$ cat src/rtl/pixel_payload_scheduler_if.sv
// rtl/pixel_payload_scheduler_if.sv - requester/generator handshake bundle for the payload scheduler
// Ports (signals):
//   req, payload_i        requester side, into the scheduler
//   ack, grant            requester side, out of the scheduler
//   gen_data, gen_data_available  generator side, out of the scheduler
//   gen_busy              generator side, into the scheduler
// Modports: master = scheduler, slave = requesters/generator environment.
interface pixel_payload_scheduler_if #(
    parameter int DLEN = 43,
    parameter int NREQ = 2
);
    logic [NREQ-1:0]        req;
    logic [NREQ*DLEN*8-1:0] payload_i;
    logic [NREQ-1:0]        ack;
    logic [NREQ-1:0]        grant;
    logic [DLEN*8-1:0]      gen_data;
    logic                   gen_data_available;
    logic                   gen_busy;

    modport master (
        input  req, payload_i, gen_busy,
        output ack, grant, gen_data, gen_data_available
    );

    modport slave (
        output req, payload_i, gen_busy,
        input  ack, grant, gen_data, gen_data_available
    );
endinterface

$ cat src/rtl/pixel_payload_scheduler.sv
// rtl/pixel_payload_scheduler.sv - round-robin sharing of one pixel-payload generator among NREQ requesters
// Ports:
//   tx_pixel_clk  pixel clock, all logic on posedge
//   rst           synchronous active-high reset
//   x, y          current pixel column/line, (0,0) marks frame start
//   bus           requester/generator bundle (master modport)
//   sent_count    completed transfers, wraps
//   err_timeout   one-cycle pulse on watchdog abort
//   err_sticky    set on any abort until reset
module pixel_payload_scheduler #(
    parameter int DLEN           = 43,
    parameter int NREQ           = 2,
    parameter int TIMEOUT_FRAMES = 4
) (
    input  logic                      tx_pixel_clk,
    input  logic                      rst,
    input  logic [9:0]                x,
    input  logic [9:0]                y,
    pixel_payload_scheduler_if.master bus,
    output logic [15:0]               sent_count,
    output logic                      err_timeout,
    output logic                      err_sticky
);
    localparam int IW = (NREQ > 1) ? $clog2(NREQ) : 1;
    localparam int FW = $clog2(TIMEOUT_FRAMES + 1);

    typedef enum logic [1:0] {IDLE, ARM, SEND, DONE} state_t;

    state_t          state;
    logic [IW-1:0]   rr_ptr;
    logic [IW-1:0]   owner;
    logic [IW-1:0]   winner;
    logic [IW-1:0]   cand;
    logic            found;
    logic            busy_seen;
    logic            sof_prev;
    logic            sof_cond;
    logic            sof;
    logic            frames_up;
    logic [FW-1:0]   frame_cnt;
    logic [DLEN*8-1:0] slice [NREQ];

    assign sof_cond = (x == 10'd0) && (y == 10'd0);
    assign sof      = sof_cond && !sof_prev;

    // The frame start about to be counted would bring the watchdog to its limit.
    assign frames_up = sof && ((frame_cnt + FW'(1)) >= FW'(TIMEOUT_FRAMES));

    for (genvar g = 0; g < NREQ; g++) begin : g_slice
        assign slice[g] = bus.payload_i[g*DLEN*8 +: DLEN*8];
    end

    // Search starts just after the last owner, so a requester that was just
    // served goes to the back of the line.
    always_comb begin
        found  = 1'b0;
        winner = rr_ptr;
        cand   = rr_ptr;
        for (int k = 1; k <= NREQ; k++) begin
            cand = IW'((int'(rr_ptr) + k) % NREQ);
            if (!found && bus.req[cand]) begin
                found  = 1'b1;
                winner = cand;
            end
        end
    end

    always_ff @(posedge tx_pixel_clk) begin
        if (rst) begin
            state                  <= IDLE;
            rr_ptr                 <= IW'(NREQ - 1);
            owner                  <= '0;
            busy_seen              <= 1'b0;
            frame_cnt              <= '0;
            sof_prev               <= 1'b0;
            bus.ack                <= '0;
            bus.grant              <= '0;
            bus.gen_data           <= '0;
            bus.gen_data_available <= 1'b0;
            sent_count             <= '0;
            err_timeout            <= 1'b0;
            err_sticky             <= 1'b0;
        end else begin
            sof_prev    <= sof_cond;
            bus.ack     <= '0;
            err_timeout <= 1'b0;
            case (state)
                IDLE: begin
                    if (found) begin
                        owner                  <= winner;
                        bus.grant              <= '0;
                        bus.grant[winner]      <= 1'b1;
                        bus.gen_data           <= slice[winner];
                        bus.gen_data_available <= 1'b1;
                        frame_cnt              <= '0;
                        state                  <= ARM;
                    end
                end
                ARM: begin
                    if (frames_up) begin
                        err_timeout            <= 1'b1;
                        err_sticky             <= 1'b1;
                        bus.grant              <= '0;
                        bus.gen_data_available <= 1'b0;
                        rr_ptr                 <= owner;
                        state                  <= IDLE;
                    end else if (sof) begin
                        busy_seen <= 1'b0;
                        frame_cnt <= FW'(1);
                        state     <= SEND;
                    end
                end
                SEND: begin
                    // Completion is checked first so it wins over a same-edge timeout.
                    if (busy_seen && !bus.gen_busy) begin
                        bus.ack[owner]         <= 1'b1;
                        bus.grant              <= '0;
                        bus.gen_data_available <= 1'b0;
                        sent_count             <= sent_count + 16'd1;
                        rr_ptr                 <= owner;
                        state                  <= DONE;
                    end else if (frames_up) begin
                        err_timeout            <= 1'b1;
                        err_sticky             <= 1'b1;
                        bus.grant              <= '0;
                        bus.gen_data_available <= 1'b0;
                        rr_ptr                 <= owner;
                        state                  <= IDLE;
                    end else begin
                        if (sof) begin
                            frame_cnt <= frame_cnt + FW'(1);
                        end
                        if (bus.gen_busy) begin
                            busy_seen <= 1'b1;
                        end
                    end
                end
                DONE: begin
                    state <= IDLE;
                end
                default: begin
                    state <= IDLE;
                end
            endcase
        end
    end
endmodule

$ cat src/flat_wrapper.sv
// flat-port wrapper written by rule: the top's interface ports become plain ports
module pixel_payload_scheduler_flat 
#(
    parameter int DLEN           = 43,
    parameter int NREQ           = 2,
    parameter int TIMEOUT_FRAMES = 4
)
  (tx_pixel_clk, rst, x, y, sent_count, err_timeout, err_sticky, bus_req, bus_payload_i, bus_gen_busy, bus_ack, bus_grant, bus_gen_data, bus_gen_data_available);
  pixel_payload_scheduler_if #(.DLEN(DLEN), .NREQ(NREQ)) bus_i ();
  input  logic tx_pixel_clk;
  input  logic rst;
  input  logic [9:0] x;
  input  logic [9:0] y;
  output logic [15:0] sent_count;
  output logic err_timeout;
  output logic err_sticky;
  input wire logic [$bits(bus_i.req)-1:0] bus_req;
  input wire logic [$bits(bus_i.payload_i)-1:0] bus_payload_i;
  input wire logic [$bits(bus_i.gen_busy)-1:0] bus_gen_busy;
  output wire logic [$bits(bus_i.ack)-1:0] bus_ack;
  output wire logic [$bits(bus_i.grant)-1:0] bus_grant;
  output wire logic [$bits(bus_i.gen_data)-1:0] bus_gen_data;
  output wire logic [$bits(bus_i.gen_data_available)-1:0] bus_gen_data_available;
  assign bus_i.req = bus_req;
  assign bus_i.payload_i = bus_payload_i;
  assign bus_i.gen_busy = bus_gen_busy;
  assign bus_ack = bus_i.ack;
  assign bus_grant = bus_i.grant;
  assign bus_gen_data = bus_i.gen_data;
  assign bus_gen_data_available = bus_i.gen_data_available;
  pixel_payload_scheduler #(.DLEN(DLEN), .NREQ(NREQ), .TIMEOUT_FRAMES(TIMEOUT_FRAMES)) u_core (.tx_pixel_clk(tx_pixel_clk), .rst(rst), .x(x), .y(y), .bus(bus_i), .sent_count(sent_count), .err_timeout(err_timeout), .err_sticky(err_sticky));
endmodule
$ cat config.mk
export PLATFORM = sky130hd
export DESIGN_NAME = pixel_payload_scheduler_flat
export DESIGN_NICKNAME = d
export VERILOG_FILES = /design/src/rtl/pixel_payload_scheduler_if.sv /design/src/rtl/pixel_payload_scheduler.sv /design/src/flat_wrapper.sv
export SDC_FILE = /design/constraint.sdc
export NUM_CORES = 1
export LEC_CHECK = 0
export ABC_AREA = 1
export ABC_CLOCK_PERIOD_IN_PS = 1440
export CORE_AREA = 2 2 423 425
export DETAILED_ROUTE_END_ITERATION = 16
export DIE_AREA = 0 0 425 427
export MAX_ROUTING_LAYER = met4
export PLACE_DENSITY = 0.39
export SLEW_MARGIN = 20
export SYNTH_ARGS = -nofsm -noshare
export SYNTH_HDL_FRONTEND = slang
export SYNTH_SLANG_ARGS = --single-unit
$ cat constraint.sdc
create_clock -name tx_pixel_clk -period 1.44 [get_ports tx_pixel_clk]
set_input_delay 0.144 -clock tx_pixel_clk [delete_from_list [all_inputs] [get_ports tx_pixel_clk]]
set_output_delay 0.144 -clock tx_pixel_clk [all_outputs]
set_load 0.05 [all_outputs]
==> impl_metrics.tcl, run 1 <==
set metrics [dict create \
    utilization 0.2113 \
    end_kind "register" \
    slew_viol_final 0 \
    pwr-share-clk 0.193 \
    period_needed_ns 1.655 \
    grt_pass1_vias 22300 \
    worst-path-buf-inv 4 \
    r2r_end "u_core.bus.gen_data[87]" \
    synth-seq-cells 376 \
    critPathLaunch "u_core.rr_ptr" \
    die_width_um 425 \
    finalHoldViolCount 0 \
    clock-sinks 376 \
    ff2ff_setup_slack_ns -0.21 \
    routabilityCongestion 0.9360 \
    tightest_slew_ns 0.4109 \
    track_usage 0.1513 \
    core_um2 177300 \
    numCtsBuffers 55 \
    power.leakage_nw 18.53 \
    io_pins 1080 \
    yosys.area.top_type "dfxtp_1" \
    slew_headroom 0.7252 \
    drt-pass1-iter-count 5 \
    synth_warnings 0 \
    synth.net_count 3897 \
    antenna_found_initial 64 \
    die_area_um2 181500 \
    port_buffers 1079 \
    synth_commonest_cells "nand2_1, inv_1, dfxtp_1" \
    finalNetCount 5047 \
    rr_startpoint "u_core.rr_ptr" \
    worstSetupPathType "register to register" \
    ys.flop_type "dfxtp_1" \
    worstPathMaxFanout 22 \
    cp.depth 9 \
    critical-path-top-delay-family "simple AND/OR/NAND/NOR gates" \
    cts_tree "built" \
    endpoint "u_core.bus.gen_data[87]" \
    vias_per_cell 3.494 \
    rsz0062_at_grt "true" \
    reg2reg_depth 9 \
    hold_path.class "primary input to register" \
    vias 23640 \
    syn-cell-area_um2 19410 \
    period_share 1.149 \
    yosys.cell_count.top_type "nand2_1" \
    syn_area_per_cell_um2 6.109 \
    antenna_left 0 \
    synth_area_leaders "dfxtp_1, nand2_1, inv_1, a21oi_1, o21ai_1" \
    drtIter0Drc 1484 \
    area_growth_pct 92.90 \
    violations "negative setup slack" \
    finalSetupViolCount 391 \
    crit_path_max_incr_delay_ns 0.33 \
    whs_ns 0.1152 \
    start_util 0.1095 \
    p_sw_mw 35.02 \
    start_kind "register" \
    p_sw_frac 0.4828 \
    die_y_um 427 \
    synth_top_area_frac 0.3877 \
    grt_max_degree 64 \
    cp_slowest_cell "dfxtp_2" \
    post-route-drc-count 0 \
    cts_max_path_buffers 3 \
    synthArstFlopShare 0 \
    finalWirelength_mm 143.9 \
    rows 155 \
    power.internal_mw 37.52 \
    fmax_mhz 604.3 \
    worst_setup_hold_path_clk_slew_ns 0.06 \
    skew_ns 0.05615 \
    crit_path_cell_trace "or2_4, nand2_8, inv_16, buf_16, buf_4, nand2_1, nand2_1, o21ai_1, inv_1" \
    cts.htree.levels 2 \
    power.density_nw_per_um2 1937 \
    wire_per_inst_um 21.26 \
    synth.distinct_cells 31 \
    yosysSeqAreaShare 0.3877 \
    p_comb_frac 0.584 \
    run_status "finished, violations left" \
    synth_cells 3178 \
    clk_latency_ns 0.70 \
    ir_drop_v 0.001095 \
    p_seq_frac 0.224 \
    path_common_cell "nand2_1" \
    cts_root_buf "clkbuf_16" \
    arrival_ns 2.19 \
    drv_cap 0 \
    crit_required_ns 1.97 \
    grt_overflow 0 \
    grt_pass1_wl_mm 184.6 \
    pre_cts_slack_ns -0.6107 \
    hpwl_mm 115.2 \
    synth-edff-count 0 \
    fin_ws_ns -0.2148 \
    final_layout_size_suffix_gt1_frac 0.1736 \
]
final cells by class:
| type | instances | area (µm²) |
|---|---|---|
| diodes | 46 | 115.1 |
| fillers | 20150 | 139800 |
| flip-flops and latches | 376 | 7579 |
| clock buffers | 81 | 1625 |
| clock inverters | 14 | 187.7 |
| inverters | 722 | 2731 |
| multi-input cells | 1886 | 8472 |
| well taps | 2355 | 2947 |
| repair buffers | 1287 | 13790 |
tightest hold or removal path, cell delays in order:
cell and delay, ns:
clkdlybuf4s50_1 0.45, nand2_1 0.05, nand2_1 0.05, o21ai_1 0.05
inv_1 0.04
kinds of logic after synthesis:
group,count (synthesis),share of synthesized area
fa+ha+maj,6,0.003867
buf+inv,916,0.1918
compound gates,728,0.1882
xor+xnor,2,0.0009025
simple gates,1150,0.2275
flops,376,0.3877
placed cells by master, fill, tap and decap left out, types with 5 or more instances in the layout:
cell type / instances
nor2_1: 32
dfxtp_2: 14
o21ai_0: 117
inv_2: 5
nor3_1: 9
nand3_1: 8
buf_12: 111
diode_2: 46
clkbuf_8: 13
buf_6: 24
nand2_1: 1059
nand2_2: 15
dfxtp_1: 353
buf_8: 6
o21ai_1: 234
buf_16: 24
inv_1: 715
a21oi_1: 342
dfxtp_4: 9
clkbuf_1: 12
buf_4: 392
nand4_1: 6
clkdlybuf4s50_1: 711
clkbuf_16: 70
o21ai_2: 12
a21oi_2: 18
power by group through the flow:
stage / Clock (mW) / Sequential, mW / Combinational [mW]
floorplan: 0 / 26.1 / 12.0
global placement: 0 / 16.3 / 38.6
detailed placement: 0 / 16.4 / 38.6
CTS: 14.6 / 16.2 / 41.0
global route: 14.9 / 16.6 / 45.2
finish: 14.0 / 16.2 / 42.3
sequential cells by signal, indices dropped and copies added, names as in the netlist:
name,count
u_core.sent_count,16
u_core.state,2
u_core.owner,1
u_core.rr_ptr,1
u_core.bus.grant,2
u_core.bus.gen_data_available,1
u_core.err_timeout,1
u_core.bus.ack,2
u_core.busy_seen,1
u_core.frame_cnt,3
u_core.err_sticky,1
u_core.sof_prev,1
u_core.bus.gen_data,344
routing by layer:
layer	part of all wire	vias up	global-route usage	wire length, µm
met5	0	-	-	0
met4	0.017	0	0.02979	2512
met3	0.071	139	0.04293	10280
met2	0.50	782	0.2614	71740
met1	0.41	10820	0.1738	59360
li1	-	11900	-	-
through the flow:
stage | power (mW) | setup TNS [ns] | cells | cell area, µm²
floorplan | 38.02 | -5.093 | 3178 | 19620
global placement | 54.90 | -175.77 | 6575 | 33940
detailed placement | 55.00 | -179.72 | 6575 | 33940
CTS | 71.79 | -66.13 | 6689 | 36500
global route | 76.69 | -82.72 | 6765 | 37440
finish | 72.55 | -45.60 | 6767 | 37450
how the worst min path moves through the flow:
stage,startpoint,endpoint,slack (ns),depth (start not counted)
floorplan,bus_payload_i[344],u_core.bus.gen_data[0],0.33,4
global placement,u_core.sent_count[3],u_core.sent_count[3],0.44,1
detailed placement,u_core.owner,u_core.bus.ack[0],0.45,1
CTS,bus_payload_i[512],u_core.bus.gen_data[168],0.03,5
global route,bus_payload_i[389],u_core.bus.gen_data[45],0.1,5
finish,bus_payload_i[512],u_core.bus.gen_data[168],0.12,5
repair_timing:
item,4_1_cts,5_1_grt
setup buffers,6,16
endpoints found under the hold margin,25,0
cloned,12,16
pin swaps,4,12
hold buffers,1,0
endpoints found under the setup margin,630,592
gates resized for setup,95,103
Power figures use the tool's default switching activity.
==> inputs of run 2 (changes only) <==
--- a/config.mk
+++ b/config.mk
@@ -11,7 +11,8 @@
 export DETAILED_ROUTE_END_ITERATION = 16
 export DIE_AREA = 0 0 425 427
 export MAX_ROUTING_LAYER = met4
-export PLACE_DENSITY = 0.39
+export PLACE_DENSITY = 0.42
+export SETUP_SLACK_MARGIN = 0.1
 export SLEW_MARGIN = 20
 export SYNTH_ARGS = -nofsm -noshare
 export SYNTH_HDL_FRONTEND = slang
==> impl_metrics.tcl, run 2 (same netlist as run 1, synthesis figures left out) <==
set metrics [dict create \
    routabilityCongestion 0.9196 \
    multi_input_area_um2 8448 \
    finalSetupViolCount 394 \
    antenna_left 0 \
    reg_top3 "u_core.bus.gen_data x344, u_core.sent_count x16, u_core.frame_cnt x3" \
    fmax_mhz 602.5 \
    period_share 1.153 \
    worst_setup_hold_path_clk_slew_ns 0.06 \
    crit_path_cell_trace "or2_4, nand2_8, buf_16, clkbuf_16, nand2_1, nand2_1, o21ai_1, inv_1" \
    largest_reg_flops 344 \
    rsz0062_at_grt "true" \
    cp.depth 8 \
    p_seq_frac 0.234 \
    drt-pass1-iter-count 5 \
    p_sw_frac 0.4816 \
    clock-sinks 376 \
    grt_overflow 0 \
    skew_ns 0.02720 \
    p_sw_mw 34.59 \
    p_comb_frac 0.572 \
    critical-path-top-delay-family "buffers and inverters" \
    die_width_um 425 \
    hpwl_mm 114.4 \
    reg2reg_depth 8 \
    cp_slowest_cell "dfxtp_2" \
    pwr-share-clk 0.194 \
    io_pins 1080 \
    layout_commonest_cell "nand2_1" \
    rows 155 \
    fillers 20160 \
    arrival_ns 2.25 \
    critPathLaunch "u_core.rr_ptr" \
    power.density_nw_per_um2 1929 \
    final_layout_size_suffix_gt1_frac 0.1734 \
    die_area_um2 181500 \
    drv_cap 0 \
    finalWirelength_mm 139.4 \
    grt_max_degree 60 \
    cts_root_buf "clkbuf_16" \
    worstPathMaxFanout 27 \
    start_kind "register" \
    top_register "u_core.bus.gen_data" \
    area_growth_pct 91.76 \
    fin_ws_ns -0.2196 \
    violations "negative setup slack" \
    run_status "finished, violations left" \
    slew_headroom 0.7107 \
    cts_max_path_buffers 3 \
    antenna_found_initial 70 \
    hold_path.class "primary input to register" \
    vias 23200 \
    worstSetupPathType "register to register" \
    finalHoldViolCount 0 \
    drtIter0Drc 1312 \
    ff2ff_setup_slack_ns -0.22 \
    worst-path-buf-inv 3 \
    crit_required_ns 2.03 \
    whs_ns 0.1399 \
    clk_latency_ns 0.67 \
    grt_pass1_vias 21980 \
    path_common_cell "nand2_1" \
    power.internal_mw 37.23 \
    pre_cts_slack_ns -0.5583 \
    track_usage 0.1478 \
    end_kind "register" \
    vias_per_cell 3.433 \
    rr_startpoint "u_core.rr_ptr" \
    period_needed_ns 1.660 \
    die_y_um 427 \
    cts_tree "built" \
    wire_per_inst_um 20.63 \
    regArea_um2 7622 \
    finalNetCount 5032 \
    port_buffers 1079 \
    cts.htree.levels 2 \
    tightest_slew_ns 0.4339 \
    core_um2 177300 \
    ir_drop_v 0.0008548 \
    slew_viol_final 0 \
    numCtsBuffers 54 \
    post-route-drc-count 0 \
    endpoint "u_core.bus.gen_data[113]" \
    final_cell_mix "nand2_1, inv_1, clkdlybuf4s50_1" \
    crit_path_max_incr_delay_ns 0.33 \
    r2r_end "u_core.bus.gen_data[113]" \
    grt_pass1_wl_mm 180.1 \
    power.leakage_nw 18.37 \
    start_util 0.1095 \
]
-- run 2: worst min-delay path: stages --
cell             delay [ns]
clkdlybuf4s50_1        0.45
nand2_1                0.05
nand2_1                0.05
o21ai_1                0.05
inv_1                  0.04
-- run 2: timing repair --
| item | 4_1_cts | 5_1_grt |
|---|---|---|
| setup buffers | 8 | 10 |
| gates resized for setup | 117 | 96 |
| hold buffers | 1 | 0 |
| endpoints found under the setup margin | 735 | 737 |
| pin swaps | 11 | 12 |
| gates cloned | 6 | 7 |
| endpoints found under the hold margin | 17 | 0 |
-- run 2: layer usage --
layer	up-vias	global-route usage	wire (µm)
li1	11880	-	-
met1	10380	0.1694	56360
met2	763	0.2456	67120
met3	174	0.04638	11680
met4	0	0.04456	4254
met5	-	-	0
-- run 2: how the worst min path moves through the flow --
stage	cells past startpoint	from	slack (ns)	end
floorplan	4	bus_payload_i[344]	0.33	u_core.bus.gen_data[0]
global placement	1	u_core.owner	0.43	u_core.bus.ack[0]
detailed placement	1	u_core.owner	0.42	u_core.bus.ack[0]
CTS	5	bus_payload_i[104]	0.07	u_core.bus.gen_data[104]
global route	5	bus_payload_i[540]	0.12	u_core.bus.gen_data[196]
finish	5	bus_payload_i[347]	0.14	u_core.bus.gen_data[3]
-- run 2: metrics by stage --
step	area [µm²]	setup TNS, ns	utilization	total power [mW]	cells
3_5_place_dp	34260	-154.33	0.1933	55.77	6580
6_report	37230	-41.08	0.2100	71.82	6757
5_1_grt	37210	-81.36	0.2099	75.93	6750
3_3_place_gp	34260	-151.52	0.1933	55.66	6580
4_1_cts	36580	-53.97	0.2064	71.61	6693
2_1_floorplan	19640	-6.581	-	38.07	3178
-- run 2: layout make-up --
| class | instances | area share |
|---|---|---|
| clock buffers | 85 | 0.04373 |
| inverters | 722 | 0.07327 |
| multi-input cells | 1886 | 0.2269 |
| well taps | 2355 | 0.07915 |
| flip-flops and latches | 376 | 0.2048 |
| repair buffers | 1273 | 0.3650 |
| diodes | 47 | 0.003159 |
| clock inverters | 13 | 0.004033 |
-- run 2: power by group through the flow --
stage	sequential, mW	combinational, mW	clock, mW
finish	16.8	41.1	13.9
global route	17.1	44.0	14.8
CTS	16.8	40.4	14.5
detailed placement	16.8	39.0	0
global placement	16.8	38.9	0
floorplan	26.1	12.0	0
==> inputs of run 3 (changes only) <==
--- a/config.mk
+++ b/config.mk
@@ -5,13 +5,12 @@
 export SDC_FILE = /design/constraint.sdc
 export NUM_CORES = 1
 export LEC_CHECK = 0
-export ABC_AREA = 1
 export ABC_CLOCK_PERIOD_IN_PS = 1440
-export CORE_AREA = 2 2 423 425
+export CORE_AREA = 2 2 426 428
 export DETAILED_ROUTE_END_ITERATION = 16
-export DIE_AREA = 0 0 425 427
+export DIE_AREA = 0 0 428 430
 export MAX_ROUTING_LAYER = met4
-export PLACE_DENSITY = 0.42
+export PLACE_DENSITY = 0.4
 export SETUP_SLACK_MARGIN = 0.1
 export SLEW_MARGIN = 20
 export SYNTH_ARGS = -nofsm -noshare
==> impl_metrics.tcl, run 3 <==
set metrics [dict create \
    die_y_um 430 \
    synth_commonest_cells "nand2_1, dfxtp_1, nor2_1" \
    skew_ns 0.02432 \
    fin_ws_ns -0.3868 \
    grt_pass1_wl_mm 175.7 \
    area_growth_pct 138.8 \
    io_pins 1080 \
    grt_overflow 0 \
    drtIter0Drc 1329 \
    cts_max_path_buffers 3 \
    start_kind "register" \
    crit_path_max_incr_delay_ns 0.32 \
    yosys.cell_count.top_type "nand2_1" \
    yosys.area.top_type "dfxtp_1" \
    worstPathMaxFanout 7 \
    run_status "finished, violations left" \
    finalNetCount 4257 \
    clock-sinks 376 \
    layout_commonest_cell "clkdlybuf4s50_1" \
    hold_path_startpoint "bus_payload_i[122]" \
    crit_required_ns 1.99 \
    vias 21960 \
    synthArstFlopShare 0 \
    power.density_nw_per_um2 1717 \
    grt_max_degree 92 \
    top_register "u_core.bus.gen_data" \
    hold_path.class "primary input to register" \
    critPathLaunch "u_core.state[0]" \
    finalHoldViolCount 0 \
    period_needed_ns 1.827 \
    multi_input_area_um2 8446 \
    hpwl_mm 101.3 \
    fillers 19850 \
    period_share 1.269 \
    ir_drop_v 0.0009105 \
    stdcell_count 5978 \
    finalWirelength_mm 136.5 \
    start_util 0.08924 \
    synth.net_count 2812 \
    cts.htree.levels 2 \
    port_buffers 1079 \
    ys.flop_type "dfxtp_1" \
    antenna_left 0 \
    fmax_mhz 547.4 \
    clk_latency_ns 0.67 \
    yosysSeqAreaShare 0.4692 \
    synth-edff-count 0 \
    syn-cell-area_um2 16040 \
    largest_reg_flops 344 \
    rsz0062_at_grt "true" \
    worstSetupPathType "register to register" \
    numCtsBuffers 52 \
    end_kind "register" \
    final_layout_size_suffix_gt1_frac 0.2415 \
    rr_startpoint "u_core.state[0]" \
    synth-seq-cells 376 \
    die_area_um2 184000 \
    arrival_ns 2.38 \
    crit_path_cell_trace "inv_2, ha_4, inv_4, nor2_4, buf_12, buf_8, buf_12, buf_12, buf_16, buf_12, nor2_2, a311oi_1" \
    finalSetupViolCount 416 \
    violations "negative setup slack" \
    slew_viol_final 0 \
    syn_area_per_cell_um2 7.665 \
    place_inst 5501 \
    die_width_um 428 \
    synth_warnings 0 \
    rows 156 \
    cts_root_buf "clkbuf_16" \
    worst_setup_hold_path_clk_slew_ns 0.06 \
    post-route-drc-count 0 \
    cts_tree "built" \
    core_um2 179800 \
    regArea_um2 7552 \
    grt_pass1_vias 21420 \
    antenna_found_initial 50 \
    synth_top_area_frac 0.4692 \
    synth_area_leaders "dfxtp_1, a311oi_1, nand2_1, nor2_1, clkbuf_1" \
    slew_headroom 0.5958 \
    synth.distinct_cells 40 \
    track_usage 0.1400 \
    vias_per_cell 3.673 \
    final_cell_mix "clkdlybuf4s50_1, nand2_1, buf_4" \
    drv_cap 0 \
    tightest_slew_ns 0.6063 \
    synth_cells 2093 \
    setup_tns_ns -91.14 \
    wire_per_inst_um 22.84 \
    reg_top3 "u_core.bus.gen_data x344, u_core.sent_count x16, u_core.frame_cnt x3" \
    power.leakage_nw 15.22 \
    cp_slowest_cell "dfxtp_2" \
    path_common_cell "buf_12" \
    drt-pass1-iter-count 5 \
    routabilityCongestion 0.8943 \
]
## run 3: cell types whose count changed after synthesis, moves of 129 or more
cell	change
o21ai_1	-212
a311oi_1	+346
a21oi_1	-353
o21ai_0	-146
clkbuf_1	+129
nand2_1	-377
inv_1	-710
nor2_1	+337
## run 3: cell type report
class / count / area share
well taps: 2370 / 0.07739
clock inverters: 17 / 0.005388
inverters: 7 / 0.0007511
diodes: 31 / 0.002025
multi-input cells: 1511 / 0.2204
flip-flops and latches: 376 / 0.1971
repair buffers: 1590 / 0.4572
clock buffers: 76 / 0.03971
## run 3: through the flow
step / total power [mW] / cell area, µm² / hold WS [ns] / utilization / worst slack (ns)
2_1_floorplan: 31.81 / 16210 / 0.3033 / - / -0.3729
3_3_place_gp: 45.71 / 30910 / 0.4690 / 0.1719 / -1.010
3_5_place_dp: 45.81 / 30910 / 0.4692 / 0.1719 / -0.9539
4_1_cts: 63.79 / 36640 / 0.0002636 / 0.2038 / -0.3538
5_1_grt: 68.37 / 38310 / 0.02687 / 0.2131 / -0.4855
6_report: 65.77 / 38320 / 0.06936 / 0.2131 / -0.3868
## run 3: timing repair
action	in CTS	in global routing
cloned	25	25
endpoints found under the setup margin	742	742
buffers inserted	27	33
hold buffers	243	1
pin swaps	60	80
resized for setup	143	136
hold endpoints to repair	203	1
## run 3: cell families (layout without fill, tap and decap cells)
kind of cell,Yosys count,in the layout,synth area share
other,0,31,0
buffers and inverters,206,1690,0.04898
and+or+nand+nor,1116,1116,0.2681
DFF,376,376,0.4692
xor gates and xnor gates,15,15,0.008189
adders and majority gates,6,6,0.004679
AOI/OAI and AO/OA,370,370,0.1983
muxes,4,4,0.002496
## run 3: worst paths after layout
check	depth (start not counted)	endpoint	slack, ns
setup reg to reg	12	u_core.bus.gen_data[110]	-0.39
setup / recovery	12	u_core.bus.gen_data[110]	-0.39
hold reg to reg	2	u_core.sent_count[1]	0.47
hold / removal	3	u_core.bus.gen_data[122]	0.07
## run 3: metal layers
layer / track usage / routed length, µm / part of all wire
met4: 0.04622 / 4313 / 0.032
met3: 0.03633 / 10220 / 0.075
met1: 0.1724 / 57870 / 0.42
met5: - / 0 / 0
met2: 0.2217 / 64140 / 0.47
## run 3: report_power, final
group / internal [mW] / switching, mW
sequential: 13.3 / 2.47
combinational: 15.2 / 21.2
clock: 7.84 / 5.79
total: 36.3 / 29.4
## run 3: critical path: cells and delay by family (launching register included)
family	cells	cell delay [ns]
adder cells (fa/ha/maj)	1	0.14
AND/OR/NAND/NOR	2	0.13
flip-flops	1	0.32
buffers and inverters	8	0.88
AO/OA/AOI/OAI	1	0.23
